File: src/rtl/branch_ctrl_pkg.sv
// Shared types and helpers for the branch redirect controller and its
// branch history table: FSM state encoding, 2-bit predictor counter type,
// counter reset value and saturating counter arithmetic.
package branch_ctrl_pkg;

    typedef enum logic [1:0] {
        ST_IDLE     = 2'd0,
        ST_REDIRECT = 2'd1,
        ST_DRAIN    = 2'd2
    } state_t;

    typedef logic [1:0] ctr_t;

    // Weakly not-taken: one taken outcome flips the prediction.
    localparam ctr_t CTR_RESET = 2'b01;

    function automatic ctr_t ctr_inc(input ctr_t c);
        return (c == 2'b11) ? c : c + 2'b01;
    endfunction

    function automatic ctr_t ctr_dec(input ctr_t c);
        return (c == 2'b00) ? c : c - 2'b01;
    endfunction

endpackage

File: src/rtl/branch_history_table.sv
// Branch history table: ENTRIES 2-bit saturating counters with one
// combinational read port (prediction = counter MSB) and one write port
// that nudges the addressed counter toward the resolved outcome.
// A same-cycle read of the entry being written returns the old value.
module branch_history_table
    import branch_ctrl_pkg::*;
#(
    parameter int ENTRIES = 64,
    localparam int IDX_W  = $clog2(ENTRIES)
) (
    input  logic             clk,
    input  logic             rst,
    input  logic [IDX_W-1:0] rd_idx,
    output logic             rd_taken,
    input  logic             wr_en,
    input  logic [IDX_W-1:0] wr_idx,
    input  logic             wr_taken
);

    ctr_t ctr_q [ENTRIES];

    assign rd_taken = ctr_q[rd_idx][1];

    // Counter storage: reset every entry, then train the written entry.
    // NOTE: every entry is reset because the weakly-not-taken start state is
    // architecturally visible; this forces flops rather than a RAM macro.
    always_ff @(posedge clk or posedge rst) begin
        if (rst) begin
            for (int i = 0; i < ENTRIES; i++) begin
                ctr_q[i] <= CTR_RESET;
            end
        end else if (wr_en) begin
            ctr_q[wr_idx] <= wr_taken ? ctr_inc(ctr_q[wr_idx]) : ctr_dec(ctr_q[wr_idx]);
        end
    end

endmodule

File: src/rtl/branch_redirect_ctrl.sv
// Front-end control-flow sequencer. Compares the EX-stage branch resolution
// with the fetch-time prediction; on a mispredict it flushes IF/ID, offers
// the corrected PC to fetch through a valid/ready handshake, then drains
// FLUSH_CYCLES wrong-path cycles before accepting new EX work.
// Build option: define BRANCH_BHT_EN to instantiate the branch history
// table; otherwise fetch predicts statically not-taken.
module branch_redirect_ctrl
    import branch_ctrl_pkg::*;
#(
    parameter int XLEN         = 32,
    parameter int BHT_ENTRIES  = 64,
    parameter int FLUSH_CYCLES = 2
) (
    input  logic            clk,
    input  logic            rst,
    input  logic            ex_valid,
    input  logic            ex_branch,
    input  logic            ex_jump,
    input  logic            ex_taken,
    input  logic            ex_pred_taken,
    input  logic [XLEN-1:0] ex_pc,
    input  logic [XLEN-1:0] ex_target,
    input  logic [XLEN-1:0] if_pc,
    output logic            if_pred_taken,
    output logic            redirect_valid,
    output logic [XLEN-1:0] redirect_pc,
    input  logic            redirect_ready,
    output logic            flush,
    output logic [31:0]     mispredict_count
);

    localparam int IDX_W = $clog2(BHT_ENTRIES);
    localparam int CNT_W = $clog2(FLUSH_CYCLES + 1);
    localparam logic [CNT_W-1:0] DRAIN_LOAD = CNT_W'(FLUSH_CYCLES - 1);

    state_t           state;
    logic [CNT_W-1:0] drain_cnt;

    logic             actual;
    logic             mispredict;
    logic             idle;
    logic             bht_update;
    logic [XLEN-1:0]  correct_pc;
    logic             if_pc_unused;

    assign actual     = ex_jump | (ex_branch & ex_taken);
    assign mispredict = ex_valid & (ex_branch | ex_jump) & (actual != ex_pred_taken);
    assign correct_pc = actual ? ex_target : ex_pc + XLEN'(4);
    assign idle       = (state == ST_IDLE);
    // Mispredict flush must hit IF/ID in the resolving cycle itself.
    assign flush      = ~idle | mispredict;
    // Outside IDLE the EX stage holds wrong-path work, so it never trains.
    assign bht_update = idle & ex_valid & ex_branch;

    // Redirect sequencer: capture the corrected PC, hold it until fetch
    // accepts, then count out the drain window.
    // NOTE: state is updated with non-blocking assignments so every branch
    // of the case sees the pre-edge values of state and drain_cnt.
    always_ff @(posedge clk or posedge rst) begin
        if (rst) begin
            state            <= ST_IDLE;
            drain_cnt        <= '0;
            redirect_valid   <= 1'b0;
            redirect_pc      <= '0;
            mispredict_count <= '0;
        end else begin
            case (state)
                ST_IDLE: begin
                    if (mispredict) begin
                        redirect_pc      <= correct_pc;
                        redirect_valid   <= 1'b1;
                        mispredict_count <= mispredict_count + 32'd1;
                        state            <= ST_REDIRECT;
                    end
                end
                ST_REDIRECT: begin
                    if (redirect_ready) begin
                        redirect_valid <= 1'b0;
                        drain_cnt      <= DRAIN_LOAD;
                        state          <= ST_DRAIN;
                    end
                end
                ST_DRAIN: begin
                    if (drain_cnt == '0) begin
                        state <= ST_IDLE;
                    end else begin
                        drain_cnt <= drain_cnt - CNT_W'(1);
                    end
                end
                default: begin
                    state <= ST_IDLE;
                end
            endcase
        end
    end

`ifdef BRANCH_BHT_EN
    branch_history_table #(
        .ENTRIES (BHT_ENTRIES)
    ) u_bht (
        .clk      (clk),
        .rst      (rst),
        .rd_idx   (if_pc[IDX_W+1:2]),
        .rd_taken (if_pred_taken),
        .wr_en    (bht_update),
        .wr_idx   (ex_pc[IDX_W+1:2]),
        .wr_taken (ex_taken)
    );

    // Only the index bits of the fetch PC select a counter.
    assign if_pc_unused = ^{if_pc[XLEN-1:IDX_W+2], if_pc[1:0]};
`else
    // Static not-taken prediction; training requests go nowhere.
    assign if_pred_taken = 1'b0;
    assign if_pc_unused  = ^{if_pc, bht_update};
`endif

endmodule

File: config.mk
export PLATFORM = sky130hd
export DESIGN_NAME = branch_redirect_ctrl
export DESIGN_NICKNAME = d
export VERILOG_FILES = /design/src/rtl/branch_ctrl_pkg.sv /design/src/rtl/branch_history_table.sv /design/src/rtl/branch_redirect_ctrl.sv
export SDC_FILE = /design/constraint.sdc
export NUM_CORES = 1
export LEC_CHECK = 0
export ABC_AREA = 1
export CAP_MARGIN = 0
export CORE_ASPECT_RATIO = 0.7
export CORE_MARGIN = 4
export CORE_UTILIZATION = 30
export CTS_CLUSTER_DIAMETER = 100
export DETAILED_ROUTE_END_ITERATION = 16
export SLEW_MARGIN = 20
export SYNTH_ARGS = -nofsm -noshare
export SYNTH_HDL_FRONTEND = slang
export SYNTH_SLANG_ARGS = --single-unit
File: constraint.sdc
create_clock -name clk -period 2.4 [get_ports clk]
set_input_delay 0.24 -clock clk [delete_from_list [all_inputs] [get_ports clk]]
set_output_delay 0.24 -clock clk [all_outputs]
set_load 0.02 [all_outputs]
==> flow_metrics.tcl <==
set metrics [dict create \
    routed-via-count 4786 \
    die_h_um 112 \
    dieArea_sq_um 17500 \
    gp_congestion 0.964 \
    synth_top_area_frac 0.374 \
    syn_to_final_growth_pct 42.9 \
    cts_hold_buf 0 \
    synthesis.nets 831 \
    track_usage 0.175 \
    grt_setup_unrepaired "no" \
    grt_max_degree 70 \
    skew_ns 0.00694 \
    ios 171 \
    cts_tree "done" \
    worst_ep_required_time_ns 2.16 \
    final_nets 971 \
    synthArstFlopShare 1.00 \
    cts_buffers 9 \
    status "complete, no violations" \
    max_cap_violations 0 \
    min_period_ns 2.17 \
    dieWidth_um 156 \
    layout_worst_path_cycle_share 0.904 \
    grt-ovfl-total 0 \
    clkSinkCount 69 \
    crit_arrival_ns 1.93 \
    cpPeakStageDelay_ns 0.64 \
    timing.fmax_mhz 461 \
    yosysTopAreaCell "dfrtp_1" \
    path_class "input pin to output pin" \
    htreeDepth 3 \
    cts_resized 0 \
    power.leakage_nw 3.03 \
    synth-edff-count 0 \
    syn_area_per_cell_sq_um 6.38 \
    post-place-ws_ns 0.188 \
    drt_iter0_drc 262 \
    num_rows 37 \
    clkTransAtPathRegs_ns 0.06 \
    postCtsSetupBuffers 0 \
    drc_errors 0 \
    ys_seq_elements 69 \
    grt_pass1_wl_mm 24.3 \
    syn_inst 724 \
    hpwl_mm 11.6 \
    wl_mm 15.1 \
    diodes 0 \
    fillerInstances 1529 \
    crit_slowest_cell "clkdlybuf4s50_1" \
    pwr-share-seq 0.328 \
    vias_per_cell 4.50 \
    synth_area_sq_um 4620 \
    start_util 0.310 \
    p_int_mw 3.53 \
    drtPass1Iterations 8 \
    synth_commonest_cells "nand2_1 (281), nor2_1 (152), inv_1 (71)" \
    slew_viol_final 0 \
    p_clk_frac 0.272 \
    synth_top_flop_cell "dfrtp_1" \
    critPathMaxFanout 2 \
    cts_root_buf "clkbuf_16" \
    peakVddDrop_mv 0.500 \
    hold_viol_final 0 \
    endpoint_kind "output pin" \
    yosysSeqAreaShare 0.374 \
    r2r_start "mispredict_count[1]" \
    layout-drive-gt1-share 0.0483 \
    crit_chain "clkdlybuf4s50_1 -> nor2_1 -> xor2_1 -> nand2_1 -> nand2_1 -> clkdlybuf4s50_1" \
    p_per_area_nw_per_um2 834 \
    yosysMostFrequentCell "nand2_1" \
    setup_slack_ns 0.231 \
    worstSetupStartpointType "input pin" \
    reg2regPathDepth 8 \
    synth_cell_types 32 \
    yosys_warnings 0 \
    clk_latency_ns 0.33 \
    hold_class "input pin to asynchronous set/reset pin" \
    design.core.area_sq_um 14900 \
    tns_ns 0 \
    routedWlPerCell_um 14.2 \
    p_sw_mw 1.98 \
    switching_share 0.359 \
    first_global_vias 4422 \
    crit_start "ex_taken" \
    clockBufferDepth 2 \
    r2r_slack_ns 0.65 \
    critical_path.endpoint "flush" \
    ant_nets 0 \
    r2r_end "mispredict_count[20]" \
    portBuffers 137 \
    antenna_found_initial 0 \
    ys_top_cells_by_area "dfrtp_1 (37%), nand2_1 (23%), nor2_1 (12%)" \
    setup_viol 0 \
    combinationalPowerShare 0.400 \
]
## through the flow
step	utilization	cell area [sq um]	power, mW	hold WS (ns)	cells
after floorplan	-	4620	2.93	0.347	724
after global placement	0.421	6270	4.04	0.465	1048
after detailed placement	0.421	6270	4.04	0.464	1048
after CTS	0.443	6610	5.59	0.332	1064
after global routing	0.443	6610	5.88	0.359	1064
final	0.443	6610	5.51	0.316	1064
## power groups by stage
stage,clock network [mW],registers [mW],logic (mW)
global placement,0,1.83,2.21
floorplan,0,2.20,0.728
CTS,1.55,1.81,2.24
finish,1.50,1.81,2.20
global route,1.59,1.87,2.42
detailed placement,0,1.82,2.23
## final cells by class
class / instances / area, sq um / area share
well taps: 195 / 244 / 0.0369
flip-flops and latches: 69 / 1730 / 0.261
multi-input cells: 565 / 2550 / 0.385
clock buffers: 11 / 253 / 0.0383
clock inverters: 5 / 81.3 / 0.0123
inverters: 72 / 270 / 0.0409
repair buffers: 147 / 1480 / 0.225
## critical path: cells and delay by family
| kind | cells | cell delay [ns] |
|---|---|---|
| simple gates | 3 | 0.35 |
| xor+xnor | 1 | 0.25 |
| buf+inv | 2 | 1.10 |
## flip-flops by register name (all words and copies together) (netlist names)
register,cells
mispredict_count,32
redirect_pc,32
drain_cnt,2
state,2
redirect_valid,1
## worst min path at each step
stage                           end  cells past startpoint  slack, ns       startpoint
6_report       mispredict_count[25]                      3       0.32              rst
5_1_grt        mispredict_count[25]                      3       0.36              rst
4_1_cts              redirect_pc[0]                      3       0.33              rst
3_5_place_dp        redirect_pc[19]                      2       0.46  redirect_pc[19]
3_3_place_gp         redirect_valid                      2       0.46   redirect_valid
2_1_floorplan              state[0]                      1       0.35   redirect_ready
## metal layers
layer  track usage  wire (um)  share of wire  up-vias
met2         0.227       5640           0.37      139
met4        0.0347        120         0.0080        0
met3        0.0443       1310          0.087       11
met5             0          0              0        -
met1         0.285       7980           0.53     2130
li1              -          -              -     2506
## cell families (layout without fill, tap and decap cells)
group                      after synthesis  after routing  synth area share
buffers and inverters                   90            235            0.0804
adders and majority gates                3              3           0.00812
other                                    1              1          0.000812
and+or+nand+nor                        498            498             0.434
DFF                                     69             69             0.374
xor gates and xnor gates                22             22            0.0417
AOI/OAI and AO/OA                       41             41            0.0615
## cell usage in the layout (no fill, tap or decap), types with 2 or more instances in the layout
cell and count:
nand2_1 281, nor2_1 152, clkdlybuf4s50_1 137, inv_1 70, dfrtp_1 69, nand3_1 46
xor2_1 15, o21ai_0 13, clkbuf_16 9, a21boi_0 8, xnor2_1 7, nand3b_1 7
buf_4 7, o21bai_1 6, o31ai_2 5, nor2_2 3, o21ai_1 3, ha_1 3
buf_12 3, a21oi_1 2, nor2_4 2, clkbuf_8 2, bufinv_16 2
No activity file was read; power rests on OpenSTA's default activity.
